[config.mk]
export PLATFORM = sky130hd
export DESIGN_NAME = fifo_to_axis
export DESIGN_NICKNAME = d
export VERILOG_FILES = /design/src/rtl/fifo_to_axis_pkg.sv /design/src/rtl/fifo_to_axis_half_keep_gen.sv /design/src/rtl/fifo_to_axis.sv
export SDC_FILE = /design/constraint.sdc
export NUM_CORES = 1
export LEC_CHECK = 0
export BUFFER_PORTS_ARGS = -buffer_cell sky130_fd_sc_hd__buf_2
export CORE_MARGIN = 4
export CORE_UTILIZATION = 34
export DETAILED_ROUTE_END_ITERATION = 16
export HOLD_SLACK_MARGIN = 0.02
export PLACE_DENSITY_LB_ADDON = 0.3
export SLEW_MARGIN = 30
export SYNTH_ARGS = -nofsm -noshare
export SYNTH_HDL_FRONTEND = slang
export SYNTH_SLANG_ARGS = --single-unit
[constraint.sdc]
create_clock -name clk -period 5.7 [get_ports clk]
set_input_delay 0.57 -clock clk [delete_from_list [all_inputs] [get_ports clk]]
set_output_delay 0.57 -clock clk [all_outputs]
set_load 0.02 [all_outputs]
[src/rtl/fifo_to_axis_pkg.sv]
// Shared definitions for the replay FIFO drain path: half-word layout,
// tuser field offsets, FSM encoding and the per-cycle step record.
package fifo_to_axis_pkg;

    localparam int HALF_W       = 36;
    localparam int VALID_BIT    = 35;
    localparam int EOP_BIT      = 34;
    localparam int BCNT_HI      = 33;
    localparam int BCNT_LO      = 32;
    localparam int TUSER_SRC_LO = 16;
    localparam int TUSER_DST_LO = 24;
    localparam int BEAT_CNT_W   = 16;

    typedef logic [HALF_W-1:0] half_t;

    typedef enum logic [1:0] {
        ST_IDLE = 2'd0,
        ST_PKT  = 2'd1,
        ST_DROP = 2'd2
    } state_t;

    // Outcome of walking residue + (optionally) one FIFO word for one cycle.
    typedef struct packed {
        logic                  ok;        // all halves fit: one beat + one residue
        logic                  beat;      // a beat is produced
        logic                  tlast;     // beat closes the packet (eop or forced)
        logic                  forced;    // beat was truncated at the length cap
        logic                  beat_new;  // the beat's packet opened this cycle
        logic                  pkt_new;   // some packet opened this cycle
        logic                  rest_vld;  // a half is left for the residue
        half_t                 rest;
        half_t                 slot0;     // lanes [31:0]
        half_t                 slot1;     // lanes [63:32]
        state_t                state;
        logic [BEAT_CNT_W-1:0] cnt;
    } step_t;

endpackage

[src/rtl/fifo_to_axis_half_keep_gen.sv]
// Byte-enable generator for one 32-bit lane group of an output beat.
module half_keep_gen (
    input  logic       valid,
    input  logic       eop,
    input  logic [1:0] bcnt,
    output logic [3:0] keep
);

    // Full halves enable all four lanes; an eop half enables bcnt+1 low lanes.
    always_comb begin
        keep = 4'h0;
        if (valid) begin
            if (!eop) begin
                keep = 4'hF;
            end else begin
                case (bcnt)
                    2'd0:    keep = 4'b0001;
                    2'd1:    keep = 4'b0011;
                    2'd2:    keep = 4'b0111;
                    default: keep = 4'b1111;
                endcase
            end
        end
    end

endmodule

[src/rtl/fifo_to_axis.sv]
// Drains the 72-bit replay FIFO (two 36-bit halves per word) into a 64-bit
// AXI4-Stream, dropping padding halves, realigning packets through a one-half
// residue register and truncating packets that exceed the beat cap.
module fifo_to_axis
    import fifo_to_axis_pkg::*;
#(
    parameter int         C_FIFO_DATA_WIDTH    = 72,
    parameter int         C_M_AXIS_DATA_WIDTH  = 64,
    parameter int         C_M_AXIS_TUSER_WIDTH = 128,
    parameter logic [7:0] C_SRC_PORT           = 8'h00,
    parameter int         C_MAX_BEATS          = 190
) (
    input  logic                              clk,
    input  logic                              rst_n,
    input  logic                              sw_rst,
    input  logic [C_FIFO_DATA_WIDTH-1:0]      fifo_dout,
    input  logic                              fifo_empty,
    output logic                              fifo_rd_en,
    output logic [C_M_AXIS_DATA_WIDTH-1:0]    m_axis_tdata,
    output logic [C_M_AXIS_DATA_WIDTH/8-1:0]  m_axis_tkeep,
    output logic [C_M_AXIS_TUSER_WIDTH-1:0]   m_axis_tuser,
    output logic                              m_axis_tvalid,
    output logic                              m_axis_tlast,
    input  logic                              m_axis_tready,
    input  logic [7:0]                        sw_dst_port,
    output logic [31:0]                       pkt_count,
    output logic                              err_oversize
);

    localparam int NLANES = C_M_AXIS_DATA_WIDTH / 8;

    state_t                            state_q, state_d;
    logic [BEAT_CNT_W-1:0]             cnt_q, cnt_d;
    logic                              res_vld_q, res_vld_d;
    half_t                             res_q, res_d;
    logic [7:0]                        dst_q, dst_d;
    logic [C_M_AXIS_DATA_WIDTH-1:0]    tdata_q, tdata_d;
    logic [NLANES-1:0]                 tkeep_q, tkeep_d;
    logic [C_M_AXIS_TUSER_WIDTH-1:0]   tuser_q, tuser_d;
    logic                              tvalid_q, tvalid_d;
    logic                              tlast_q, tlast_d;
    logic [31:0]                       pkt_count_q, pkt_count_d;
    logic                              err_q, err_d;

    step_t                             step_w, step_r, sel;
    logic                              load_ok, pop;
    logic [3:0]                        keep_lo, keep_hi;
    logic [NLANES-1:0]                 beat_keep;
    logic [C_M_AXIS_DATA_WIDTH-1:0]    beat_data;

    // Walk residue, low half, high half in order and describe what they produce.
    function automatic step_t step(input state_t                         st_in,
                                   input logic [BEAT_CNT_W-1:0]          cnt_in,
                                   input logic                           rv,
                                   input half_t                          res,
                                   input logic                           use_word,
                                   input logic [C_FIFO_DATA_WIDTH-1:0]   word);
        step_t      r;
        half_t      h [3];
        logic       done;
        logic [1:0] nslots;
        r        = '0;
        r.ok     = 1'b1;
        r.state  = st_in;
        r.cnt    = cnt_in;
        done     = 1'b0;
        nslots   = 2'd0;
        h[0]     = rv ? res : '0;
        h[1]     = use_word ? word[HALF_W-1:0] : '0;
        h[2]     = use_word ? word[2*HALF_W-1:HALF_W] : '0;
        // A held eop half always leaves on its own beat before any new word.
        if (use_word && rv && res[EOP_BIT]) r.ok = 1'b0;
        for (int i = 0; i < 3; i++) begin
            if (h[i][VALID_BIT]) begin
                if (r.state == ST_DROP) begin
                    if (h[i][EOP_BIT]) r.state = ST_IDLE;
                end else if (done) begin
                    if (r.rest_vld) r.ok = 1'b0;
                    r.rest_vld = 1'b1;
                    r.rest     = h[i];
                    if (r.state == ST_IDLE) begin
                        r.state   = ST_PKT;
                        r.pkt_new = 1'b1;
                    end
                end else begin
                    if (r.state == ST_IDLE) begin
                        r.state    = ST_PKT;
                        r.pkt_new  = 1'b1;
                        r.beat_new = 1'b1;
                    end
                    if (nslots == 2'd0) begin
                        r.slot0 = h[i];
                        nslots  = 2'd1;
                    end else begin
                        r.slot1 = h[i];
                        nslots  = 2'd2;
                    end
                    if (h[i][EOP_BIT] || nslots == 2'd2) begin
                        done    = 1'b1;
                        r.beat  = 1'b1;
                        r.tlast = h[i][EOP_BIT];
                        if (h[i][EOP_BIT]) begin
                            r.state = ST_IDLE;
                            r.cnt   = '0;
                        end else if (r.cnt == BEAT_CNT_W'(C_MAX_BEATS - 1)) begin
                            r.tlast  = 1'b1;
                            r.forced = 1'b1;
                            r.state  = ST_DROP;
                            r.cnt    = '0;
                        end else begin
                            r.cnt = r.cnt + 1'b1;
                        end
                    end
                end
            end
        end
        // A lone non-eop half waits in the residue for its partner.
        if (!done && nslots == 2'd1) begin
            r.rest_vld = 1'b1;
            r.rest     = r.slot0;
            r.slot0    = '0;
        end
        return r;
    endfunction

    // Decide whether the FIFO head can be consumed this cycle.
    always_comb begin
        load_ok = !tvalid_q || m_axis_tready;
        step_w  = step(state_q, cnt_q, res_vld_q, res_q, 1'b1, fifo_dout);
        step_r  = step(state_q, cnt_q, res_vld_q, res_q, 1'b0, fifo_dout);
        pop     = load_ok && !fifo_empty && step_w.ok && !sw_rst;
        sel     = pop ? step_w : step_r;
    end

    half_keep_gen u_keep_lo (
        .valid (sel.slot0[VALID_BIT]),
        .eop   (sel.slot0[EOP_BIT]),
        .bcnt  (sel.slot0[BCNT_HI:BCNT_LO]),
        .keep  (keep_lo)
    );

    half_keep_gen u_keep_hi (
        .valid (sel.slot1[VALID_BIT]),
        .eop   (sel.slot1[EOP_BIT]),
        .bcnt  (sel.slot1[BCNT_HI:BCNT_LO]),
        .keep  (keep_hi)
    );

    assign beat_keep = {keep_hi, keep_lo};

    // Unused lanes carry zero data.
    for (genvar gi = 0; gi < NLANES; gi++) begin : g_lane
        if (gi < 4) begin : g_lo
            assign beat_data[8*gi +: 8] = beat_keep[gi] ? sel.slot0[8*gi +: 8] : 8'h00;
        end else begin : g_hi
            assign beat_data[8*gi +: 8] = beat_keep[gi] ? sel.slot1[8*(gi-4) +: 8] : 8'h00;
        end
    end

    // Next-state: load a new beat when the output slot frees up; soft reset wins.
    always_comb begin
        state_d     = state_q;
        cnt_d       = cnt_q;
        res_vld_d   = res_vld_q;
        res_d       = res_q;
        dst_d       = dst_q;
        tdata_d     = tdata_q;
        tkeep_d     = tkeep_q;
        tuser_d     = tuser_q;
        tvalid_d    = tvalid_q;
        tlast_d     = tlast_q;
        pkt_count_d = pkt_count_q;
        err_d       = err_q;
        if (load_ok) begin
            state_d   = sel.state;
            cnt_d     = sel.cnt;
            res_vld_d = sel.rest_vld;
            res_d     = sel.rest;
            tvalid_d  = sel.beat;
            tdata_d   = sel.beat ? beat_data : '0;
            tkeep_d   = sel.beat ? beat_keep : '0;
            tlast_d   = sel.beat && sel.tlast;
            tuser_d   = '0;
            if (sel.beat) begin
                tuser_d[TUSER_SRC_LO +: 8] = C_SRC_PORT;
                tuser_d[TUSER_DST_LO +: 8] = sel.beat_new ? sw_dst_port : dst_q;
            end
            if (sel.pkt_new) dst_d = sw_dst_port;
            if (sel.beat && sel.forced) err_d = 1'b1;
        end
        if (tvalid_q && m_axis_tready && tlast_q) pkt_count_d = pkt_count_q + 32'd1;
        if (sw_rst) begin
            state_d     = ST_IDLE;
            cnt_d       = '0;
            res_vld_d   = 1'b0;
            res_d       = '0;
            dst_d       = '0;
            tdata_d     = '0;
            tkeep_d     = '0;
            tuser_d     = '0;
            tvalid_d    = 1'b0;
            tlast_d     = 1'b0;
            pkt_count_d = '0;
            err_d       = 1'b0;
        end
    end

    // State and output registers with asynchronous active-low reset.
    always_ff @(posedge clk or negedge rst_n) begin
        if (!rst_n) begin
            state_q     <= ST_IDLE;
            cnt_q       <= '0;
            res_vld_q   <= 1'b0;
            res_q       <= '0;
            dst_q       <= '0;
            tdata_q     <= '0;
            tkeep_q     <= '0;
            tuser_q     <= '0;
            tvalid_q    <= 1'b0;
            tlast_q     <= 1'b0;
            pkt_count_q <= '0;
            err_q       <= 1'b0;
        end else begin
            state_q     <= state_d;
            cnt_q       <= cnt_d;
            res_vld_q   <= res_vld_d;
            res_q       <= res_d;
            dst_q       <= dst_d;
            tdata_q     <= tdata_d;
            tkeep_q     <= tkeep_d;
            tuser_q     <= tuser_d;
            tvalid_q    <= tvalid_d;
            tlast_q     <= tlast_d;
            pkt_count_q <= pkt_count_d;
            err_q       <= err_d;
        end
    end

    // Ports come straight from registers; the pop strobe is held off in reset.
    always_comb begin
        fifo_rd_en    = pop && rst_n;
        m_axis_tdata  = tdata_q;
        m_axis_tkeep  = tkeep_q;
        m_axis_tuser  = tuser_q;
        m_axis_tvalid = tvalid_q;
        m_axis_tlast  = tlast_q;
        pkt_count     = pkt_count_q;
        err_oversize  = err_q;
    end

endmodule

Yosys cells after proc, flatten, opt, wreduce, memory -nomap -nowiden. Index checks and enable logic that the tools add are counted. Widths: inputs -> output; s select.

Add/subtract/negate cells: 4. Equal/unequal tests: 15. Multiplexer cells: 142. Reductions and logical operators: 33.

Operator list (number): $mux 132 (2); $mux 128 (2); $mux 36 (7); $mux 72 (3); $mux 64 (3); $mux 16 (11); $mux 73 (2); $mux 133 (1); $mux 8 (15); $mux 115 (1); $mux 114 (1); $mux 18 (6); $mux 90 (1); $mux 2 (43); $mux 37 (2); $mux 32 (2); $add 16x1->16 const B (3); $eq 16x8->1 const B (3); $add 32x1->32 const B (1); $mux 1 (27); $mux 4 (6); $pmux 4 s3 (2); $eq 2x2->1 const B (8); $logic_not 2->1 (7); 8 further kinds (35).

Flip-flop bits (word level): 298. Input bits: 85. Output and inout port bits: 236. Logic and storage cells: 206.

Longest topological paths before layout. Gate-level depths: netlist of run 1.

Depth after elaboration: 38. Mapped depth: 19. Gate-level depth less buffers: 15.

Cells and area by module. Synthesis of run 1 repeated with hierarchy kept, for this count alone.

Cell total of the unflattened synthesis: 1399. Area, all modules: 11796.3 um2.

By module, submodules not included: fifo_to_axis (times used 1, cells an instance 1387, area each 11703.7 um2, sequential area each 4454.3 um2); half_keep_gen (times used 2, cells an instance 6, area each 46.3 um2, sequential area each 0.0 um2).

Worst setup path after synthesis of run 1. No wires, ideal clock.

Path type: register to register. Start point: register res_vld_q. End point: register res_q[11]. Library setup time: 0.078 ns. Arrival: 3.872 ns. Data required time: 5.622 ns. Setup slack: 1.750 ns. Cell stages (with the launch flop): 19. Path buffers: 5. Period minus slack after synthesis: 3.950 ns. Path through: dfrtp_1 and2_1 nand2_2 inv_2 clkbuf_1 buf_1 buf_1 ha_1 nor2_1 a2bb2oi_1 o21ai_1 a31o_2 or2_1 buf_2 buf_2 o221ai_1 nand2_1 o21ai_0 o2bb2ai_1.

Cells in the longest elaborated chain, start to end: 27. Elaborated cells between the ends (all ways): 79. Those cells by class: eq/ne (7); mux (59); reduce/logical (13).

RTL lines: start, declared (line fifo_to_axis.sv:34) `logic res_vld_q, res_vld_d;`; start signal, assigned (line fifo_to_axis.sv:226) `res_vld_q <= res_vld_d;`; $mux 36 (line fifo_to_axis.sv:68) `h[0] = rv ? res : '0;`; $mux 2 (line fifo_to_axis.sv:74) `if (h[i][VALID_BIT]) begin`; $logic_not 2->1 (line fifo_to_axis.sv:91) `if (nslots == 2'd0) begin`; $mux 2 (line fifo_to_axis.sv:91); $mux 2 (line fifo_to_axis.sv:77) `end else if (done) begin`; $mux 2 (line fifo_to_axis.sv:75) `if (r.state == ST_DROP) begin`; $mux 2 (line fifo_to_axis.sv:74); $mux 2 (line fifo_to_axis.sv:77); [... 11 more ...]; $mux 1 (line fifo_to_axis.sv:75); $mux 1 (line fifo_to_axis.sv:74); $logic_not 1->1 (line fifo_to_axis.sv:118) `if (!done && nslots == 2'd1) begin`; $logic_and 1x1->1 (line fifo_to_axis.sv:118); $mux 73 (line fifo_to_axis.sv:118); $mux 132 (*) (line fifo_to_axis.sv:132) `sel = pop ? step_w : step_r;`; $mux 36 (*) (line fifo_to_axis.sv:174) `if (load_ok) begin`; $mux 36 (*) (line fifo_to_axis.sv:192) `if (sw_rst) begin`; end signal, assigned (line fifo_to_axis.sv:227) `res_q <= res_d;`; end, declared (line fifo_to_axis.sv:35) `half_t res_q, res_d;`.

Mark *: on every way between the ends. The rest lies on a longest branch, timed or not. The select of a mux whose other input is x is not followed. A chain may end at the register's enable or synchronous reset.

Final worst setup path of run 1.
Start point: register res_q[34]. End point: register tdata_q[10] (netlist: m_axis_tdata[10]).

Cells in the longest elaborated chain, start to end: 31. Elaborated cells between the ends (all ways): 83. Those cells by class: eq/ne (7); mux (64); reduce/logical (12).

RTL lines: $mux 36 (line fifo_to_axis.sv:68); $mux 18 or $logic_or 1x1->1 (tied branches) (line fifo_to_axis.sv:102, fifo_to_axis.sv:98); $mux 18 or $mux 1 (tied branches); $mux 2 or $mux 1 (tied branches) (line fifo_to_axis.sv:75); $mux 90 or $mux 1 (tied branches) (line fifo_to_axis.sv:74); $eq 2x2->1 or $mux 2 (tied branches) (line fifo_to_axis.sv:75, fifo_to_axis.sv:77); $mux 2 (line fifo_to_axis.sv:75); $mux 2 (line fifo_to_axis.sv:74); [... 15 more ...]; $eq 2x2->1, or another cell as far along (line fifo_to_axis_half_keep_gen.sv:16) `case (bcnt)`; $pmux 4 s3 (line fifo_to_axis_half_keep_gen.sv:16); $mux 4 (line fifo_to_axis_half_keep_gen.sv:13) `if (!eop) begin`; $mux 4 (line fifo_to_axis_half_keep_gen.sv:12) `if (valid) begin`; $mux 8 (line fifo_to_axis.sv:154) `assign beat_data[8*gi +: 8] = beat_keep[gi] ? sel.slot0[8*gi +: 8] : 8'h00;`; $mux 64 (*) (line fifo_to_axis.sv:180) `tdata_d = sel.beat ? beat_data : '0;`; $mux 64 (*) (line fifo_to_axis.sv:174); $mux 64 (*) (line fifo_to_axis.sv:192); end signal, assigned (line fifo_to_axis.sv:229) `tdata_q <= tdata_d;`; end, declared (line fifo_to_axis.sv:37) `logic [C_M_AXIS_DATA_WIDTH-1:0] tdata_q, tdata_d;`.

Marked as above.

==> impl_metrics.py, run 1 <==
metrics = {
    "yosys": {
        "netlist_area_um2": 12200,
        "syn-mean-instance-area_um2": 8.05,
        "synth_seq_cells": 178,
        "synth_edf_count": 0,
        "synthFlopType": "dfrtp_1",
        "synth_async_sr_flop_share_pct": 100,
        "syn_inst": 1515,
        "ys_warn_count": 0,
        "seq_area_frac_synth_pct": 36.5,
        "synth.distinct_cells": 90,
    },
    "timing": {
        "fin_tns_setup_ns": 0,
        "worst_slew_pin_slew_ns": 1.00,
        "final_max_slew_viol_count": 0,
        "timing.final.ws_setup_ns": 1.09,
        "fin_skew_ns": 0.0108,
        "hold_viol": 0,
        "finalSetupViolations": 0,
        "fin_crit_sh_pct": 80.9,
        "fmax_ghz": 0.217,
        "rsz0062_at_grt": "false",
        "maxSlewHeadroom_pct": 32.9,
        "period_minus_slack_ns": 4.61,
    },
    "hold_path": {
        "hp-class": "in -> async",
    },
    "layout": {
        "fin_area_um2": 13800,
        "area_delta_synth_final_pct": 13.4,
        "nets": 1747,
        "fin_cells": 2130,
        "layout_commonest_cell": "nand2_1",
        "num-fill-cells": 3625,
        "layout_common_cells": "nand2_1, buf_2, dfrtp_1",
        "final_core_util_pct": 39.0,
        "layout-drive-gt1-share_pct": 18.2,
    },
    "grt": {
        "first_global_vias": 11500,
        "grt_overflow_total": 0,
        "grt_first_pass_wirelength_um": 65800,
        "track_usage_pct": 20.9,
        "antenna_found_initial": 8,
        "grt_max_degree": 130,
    },
    "setup_path": {
        "crit_fanout": 53,
        "worstSetupStartpointType": "flop",
        "critical_path_arrival_ns": 4.97,
        "required_ns": 6.05,
        "crit_type": "reg -> reg",
        "critPathCaptureType": "flop",
    },
    "routing": {
        "dr.pass1.iters": 5,
        "drtIter0Drc": 1162,
        "wirelength_um": 42500,
        "detailroute.via_count": 12000,
        "drc": 0,
        "postRouteAntennaNets": 0,
        "routedWlPerCell_um": 19.9,
        "drt-vias-per-instance": 5.66,
    },
    "die": {
        "core-area_um2": 35500,
        "fp.dieH_um": 197,
        "rows": 69,
        "dieArea_um2": 38900,
        "dieWidth_um": 197,
        "io_pins": 321,
        "start_util_pct": 34.4,
    },
    "job": {
        "cap_viol_max_count": 0,
    },
    "clock_tree": {
        "htreeDepth": 4,
        "clk_pin_slew_worst_paths_ns": 0.07,
        "cts_made_buffers": 17,
        "cts_setup_buffers": 0,
        "holdBufCountCts": 0,
        "clkLatencyLatePin_ns": 0.44,
        "cts_buffer_depth": 2,
        "cts-resized-gates": 0,
        "cts_tree": "done",
        "cts_sinks": 178,
        "cts_root_buffer": "clkbuf_16",
    },
    "power": {
        "total_leakage_power_nw": 6.28,
        "ir_worst_vdd_uv": 217,
        "power.density_nw_per_um2": 227,
    },
    "place": {
        "placed_cells": 2093,
        "dpl.hpwl_um": 28700,
        "post-place-ws_ns": 1.18,
        "placed_area_um2": 13200,
        "place_congestion": 0.948,
        "portBuffers": 200,
    },
    "run_status": {
        "status": "complete, no violations",
    },
}
-- flip-flops by register name (all words and copies together) (netlist names) --
name,cells
state_q,2
m_axis_tvalid,1
dst_q,8
pkt_count,32
m_axis_tlast,1
res_q,36
m_axis_tuser,8
m_axis_tdata,64
cnt_q,16
m_axis_tkeep,8
err_oversize,1
res_vld_q,1
-- power by group --
part / total, mW / leakage, nW / switching (mW) / internal, mW
registers: 1.30 / 2.47 / 0.0193 / 1.28
logic: 0.561 / 3.51 / 0.416 / 0.145
clock network: 1.27 / 0.294 / 0.569 / 0.700
total: 3.13 / 6.28 / 1.01 / 2.13
-- final cells by class --
type	instances	area, um^2	share of cell area [%]
inverter	12	45.0	0.326
clock inverter	14	179	1.29
timing repair buffer	222	1250	9.02
tap	461	577	4.17
clock buffer	18	429	3.10
antenna	3	7.51	0.0543
multi-input combinational	1222	6890	49.8
sequential	178	4450	32.2
-- cell families after synthesis --
logic type	share of synthesized area, %
xor gates and xnor gates	2.59
DFF	36.5
adders and majority gates	0.924
other	0.0308
AOI/OAI and AO/OA	25.0
buffers and inverters	11.3
and+or+nand+nor	21.4
muxes	2.25
-- worst max-delay path: stages, from the launching register on --
cell and delay [ns]:
dfrtp_1 0.54, and3_4 0.29, nand2_4 0.22, and2_1 0.29, ha_1 0.20, nor4b_1 0.14, and4_4 0.21, a21bo_2 0.23
a211oi_4 0.69, buf_4 0.60, a21oi_1 0.22, a22oi_1 0.24, o21ai_1 0.33, o21ai_0 0.27
-- cells in the mapped netlist, types with 6 or more instances --
cell / number / area (um^2)
nand2_1: 219 / 822
dfrtp_1: 178 / 4450
a21oi_1: 152 / 761
nor2_1: 135 / 507
buf_4: 121 / 908
o21ai_0: 104 / 521
clkbuf_1: 68 / 255
nand3_1: 65 / 325
a22oi_1: 41 / 308
o21ai_1: 30 / 150
xor2_1: 28 / 245
and3_1: 25 / 156
o221ai_1: 25 / 219
mux2i_1: 24 / 240
o2bb2ai_1: 24 / 210
nor3_1: 21 / 105
buf_2: 20 / 100
a22o_1: 19 / 166
nand4_1: 16 / 100
o22ai_1: 13 / 81.3
a21o_1: 11 / 82.6
buf_1: 10 / 37.5
ha_1: 9 / 113
a32oi_1: 8 / 70.1
inv_1: 8 / 30.0
xnor2_1: 8 / 70.1
and2_1: 7 / 43.8
nand2b_1: 7 / 43.8
a211oi_1: 6 / 45.0
nor2b_1: 6 / 37.5
-- per-layer routing --
| layer | wire (um) | track usage, % | up-vias |
|---|---|---|---|
| li1 | - | - | 5466 |
| met5 | 62 | 0 | - |
| met1 | 17700 | 28.4 | 5821 |
| met2 | 19400 | 32.4 | 663 |
| met4 | 1230 | 7.86 | 10 |
| met3 | 4060 | 5.08 | 89 |
-- through the flow --
stage	hold slack, ns	total power [mW]
2_1_floorplan	0.274	1.74
3_3_place_gp	0.453	1.87
3_5_place_dp	0.463	1.87
4_1_cts	0.0949	3.15
5_1_grt	0.106	3.26
6_report	0.0878	3.13
-- final timing paths --
kind	startpoint	to	slack, ns	cells after the start
min reg2reg	m_axis_tuser[29]$_DFFE_PN0P_	m_axis_tuser[29]$_DFFE_PN0P_	0.47	2
max reg2reg	res_q[34]$_DFFE_PN0P_	m_axis_tdata[10]$_DFFE_PN0P_	1.09	13
max in group asynchronous	rst_n	m_axis_tdata[37]$_DFFE_PN0P_	4.50	2
max	res_q[34]$_DFFE_PN0P_	m_axis_tdata[10]$_DFFE_PN0P_	1.09	13
min	rst_n	m_axis_tkeep[2]$_DFFE_PN0P_	0.09	1
min in group clk	sw_dst_port[0]	dst_q[0]$_DFFE_PN0P_	0.40	3
Power figures use the tool's default switching activity.
==> run 2: changes to the inputs <==
Settings changed: ABC_AREA set to 1.
Clock period 5.7 ns to 4.1 ns, I/O delays scaled along.
==> run 2 against run 1 <==
Net effect: global-route usage increased by 0.28 points; worst setup slack got worse by 0.70 ns; critical path depth increased by 9; fmax increased by 24%; register-to-register slack got worse by 0.70 ns; wire length increased by 8.8%; die area increased by 8.3%; power increased by 39%; flip-flop and latch count unchanged; via count increased by 15%; clock power increased by 28%; area after synthesis increased by 8.6%.
==> impl_metrics.py, run 2 <==
metrics = {
    "run_status": {
        "status": "complete, no violations",
    },
    "layout": {
        "layout_common_cells": "nand2_1, buf_2, o21ai_0",
        "area_delta_synth_final_pct": 13.3,
        "fin_area_um2": 15000,
        "largest_reg_flops": 64,
        "n_antenna_cell": 0,
        "final_core_util_pct": 38.9,
        "layout-drive-gt1-share_pct": 15.8,
        "nets": 2259,
        "layout_commonest_cell": "nand2_1",
        "multiInputGateArea_um2": 7260,
        "num-fill-cells": 4250,
        "seq_area_um2": 4450,
    },
    "job": {
        "cap_viol_max_count": 0,
    },
    "routing": {
        "postRouteAntennaNets": 0,
        "routedWlPerCell_um": 17.1,
        "drt-vias-per-instance": 5.13,
        "detailroute.via_count": 13800,
        "drc": 0,
        "wirelength_um": 46200,
        "drtIter0Drc": 1242,
        "dr.pass1.iters": 6,
    },
    "setup_path": {
        "crit_type": "reg -> reg",
        "worstSetupStartpointType": "flop",
        "critical_path_arrival_ns": 4.04,
        "crit_fanout": 14,
        "r2r_setup_slack_ns": 0.39,
        "required_ns": 4.43,
        "critPathCaptureType": "flop",
    },
    "timing": {
        "timing.final.ws_setup_ns": 0.388,
        "fin_crit_sh_pct": 90.5,
        "fmax_ghz": 0.269,
        "fin_skew_ns": 0.0115,
        "finalSetupViolations": 0,
        "fin_tns_setup_ns": 0,
        "hold_slack_ns": 0.221,
        "final_max_slew_viol_count": 0,
        "rsz0062_at_grt": "false",
        "hold_viol": 0,
        "maxSlewHeadroom_pct": 42.0,
        "worst_slew_pin_slew_ns": 0.867,
        "period_minus_slack_ns": 3.71,
    },
    "yosys": {
        "netlist_area_um2": 13200,
        "syn_inst": 1997,
        "seq_area_frac_synth_pct": 33.6,
        "yosysMostFrequentCell": "nand2_1",
        "synth_area_leader_cell": "dfrtp_1",
        "ys_warn_count": 0,
        "ys_top_cells_by_area": "dfrtp_1, nand2_1, buf_4",
        "synthFlopType": "dfrtp_1",
        "synth_async_sr_flop_share_pct": 100,
        "syn-mean-instance-area_um2": 6.63,
        "synth_edf_count": 0,
        "synth_common_cells": "nand2_1, o21ai_0, dfrtp_1, inv_1, nor2_1",
        "synth_seq_cells": 178,
        "synth_top_area_share_pct": 33.6,
        "synth.distinct_cells": 46,
    },
    "clock_tree": {
        "cts_root_buffer": "clkbuf_16",
        "cts_buffer_depth": 2,
        "cts_setup_buffers": 0,
        "cts_sinks": 178,
        "htreeDepth": 4,
        "cts_tree": "done",
        "cts_made_buffers": 17,
        "clk_pin_slew_worst_paths_ns": 0.07,
        "clkLatencyLatePin_ns": 0.44,
    },
    "power": {
        "total_leakage_power_nw": 7.79,
        "power.density_nw_per_um2": 291,
        "ir_worst_vdd_uv": 244,
    },
    "grt": {
        "grt_max_degree": 135,
        "grt_overflow_total": 0,
        "antenna_found_initial": 2,
        "first_global_vias": 12900,
        "track_usage_pct": 21.2,
        "grt_first_pass_wirelength_um": 72000,
    },
    "hold_path": {
        "hp-class": "in -> reg",
    },
    "place": {
        "placed_area_um2": 14400,
        "dpl.hpwl_um": 33600,
        "place_congestion": 0.918,
        "post-place-ws_ns": 0.312,
        "portBuffers": 200,
    },
    "die": {
        "start_util_pct": 34.3,
        "dieArea_um2": 42200,
        "rows": 72,
        "core-area_um2": 38600,
        "io_pins": 321,
        "fp.dieH_um": 205,
        "dieWidth_um": 205,
    },
}
run 2: cell types whose count changed after synthesis, sizes merged, moves of 25 or more:
cell    before  now
nand2      222  629
a22oi       41    9
and3        26    0
nand3       66  123
o221ai      25    0
o21ai      137  236
inv         12  178
xor2        28    2
a21oi      156  107
run 2: power breakdown:
group	switching [mW]	internal [mW]
registers	0.0239	1.78
clock network	0.763	0.865
logic	0.681	0.244
run 2: layer usage:
layer / routed length (um) / vias up / GRT usage (%) / share of wire (%)
met2: 21000 / 562 / 33.1 / 45
met4: 790 / 4 / 5.07 / 1.7
met3: 3620 / 60 / 4.29 / 7.8
li1: - / 6667 / - / -
met1: 20800 / 6526 / 30.3 / 45
met5: 27 / - / 0 / 0.058
run 2: worst max-delay path, stage by stage (launching register included):
cell and delay [ns]:
dfrtp_1 0.42, nand3_2 0.18, nor2_4 0.27, nor2_1 0.10
inv_1 0.12, ha_1 0.17, nand2_1 0.07, nor3_1 0.19
nand2_1 0.09, nor2_1 0.12, nand3_2 0.11, nand2_2 0.10
nand2_4 0.13, nand2_2 0.13, nand3_4 0.11, nand3_4 0.14
inv_2 0.09, nand3_1 0.19, nand4_1 0.16, o21ai_1 0.32
nor2_2 0.17, nand2_1 0.16, nand2_1 0.06
run 2: final timing paths:
path	from	to	cells past startpoint
min in group asynchronous	rst_n	res_q[12]$_DFFE_PN0P_	2
setup / recovery	res_vld_q$_DFFE_PN0P_	m_axis_tdata[40]$_DFFE_PN0P_	22
hold reg to reg	pkt_count[31]$_DFFE_PN0P_	pkt_count[31]$_DFFE_PN0P_	1
setup reg to reg	res_vld_q$_DFFE_PN0P_	m_axis_tdata[40]$_DFFE_PN0P_	22
hold / removal	sw_dst_port[3]	dst_q[3]$_DFFE_PN0P_	3
max in group asynchronous	rst_n	cnt_q[4]$_DFFE_PN0P_	3
run 2: logic make-up (layout without fill, tap and decap cells):
| group | Yosys count | count (layout) | synth area share, % |
|---|---|---|---|
| simple gates | 961 | 961 | 31.0 |
| compound gates | 449 | 449 | 19.0 |
| buf+inv | 394 | 456 | 15.2 |
| flops | 178 | 178 | 33.6 |
| fa+ha+maj | 9 | 9 | 0.850 |
| xor+xnor | 5 | 5 | 0.331 |
| other cells | 1 | 120 | 0.0283 |
run 2: timing repair:
| action | 4_1_cts | 5_1_grt |
|---|---|---|
| hold buffers | 1 | 0 |
| resized for setup | 0 | 3 |
| hold endpoints to repair | 44 | 0 |
| setup endpoints to repair | 0 | 11 |
run 2: area by class of cell:
class                   count  area share (%)
flip-flops and latches    178            29.7
clock inverters            13           0.842
multi-input cells        1544            48.4
inverters                 180            4.50
well taps                 518            4.32
repair buffers            244            9.30
clock buffers              19            2.95
run 2: per-stage QoR:
| stage | power [mW] | instances |
|---|---|---|
| after global placement | 2.74 | 2663 |
| after CTS | 4.39 | 2696 |
| after detailed placement | 2.75 | 2663 |
| after floorplan | 2.53 | 2116 |
| final | 4.36 | 2696 |
| after global routing | 4.57 | 2696 |
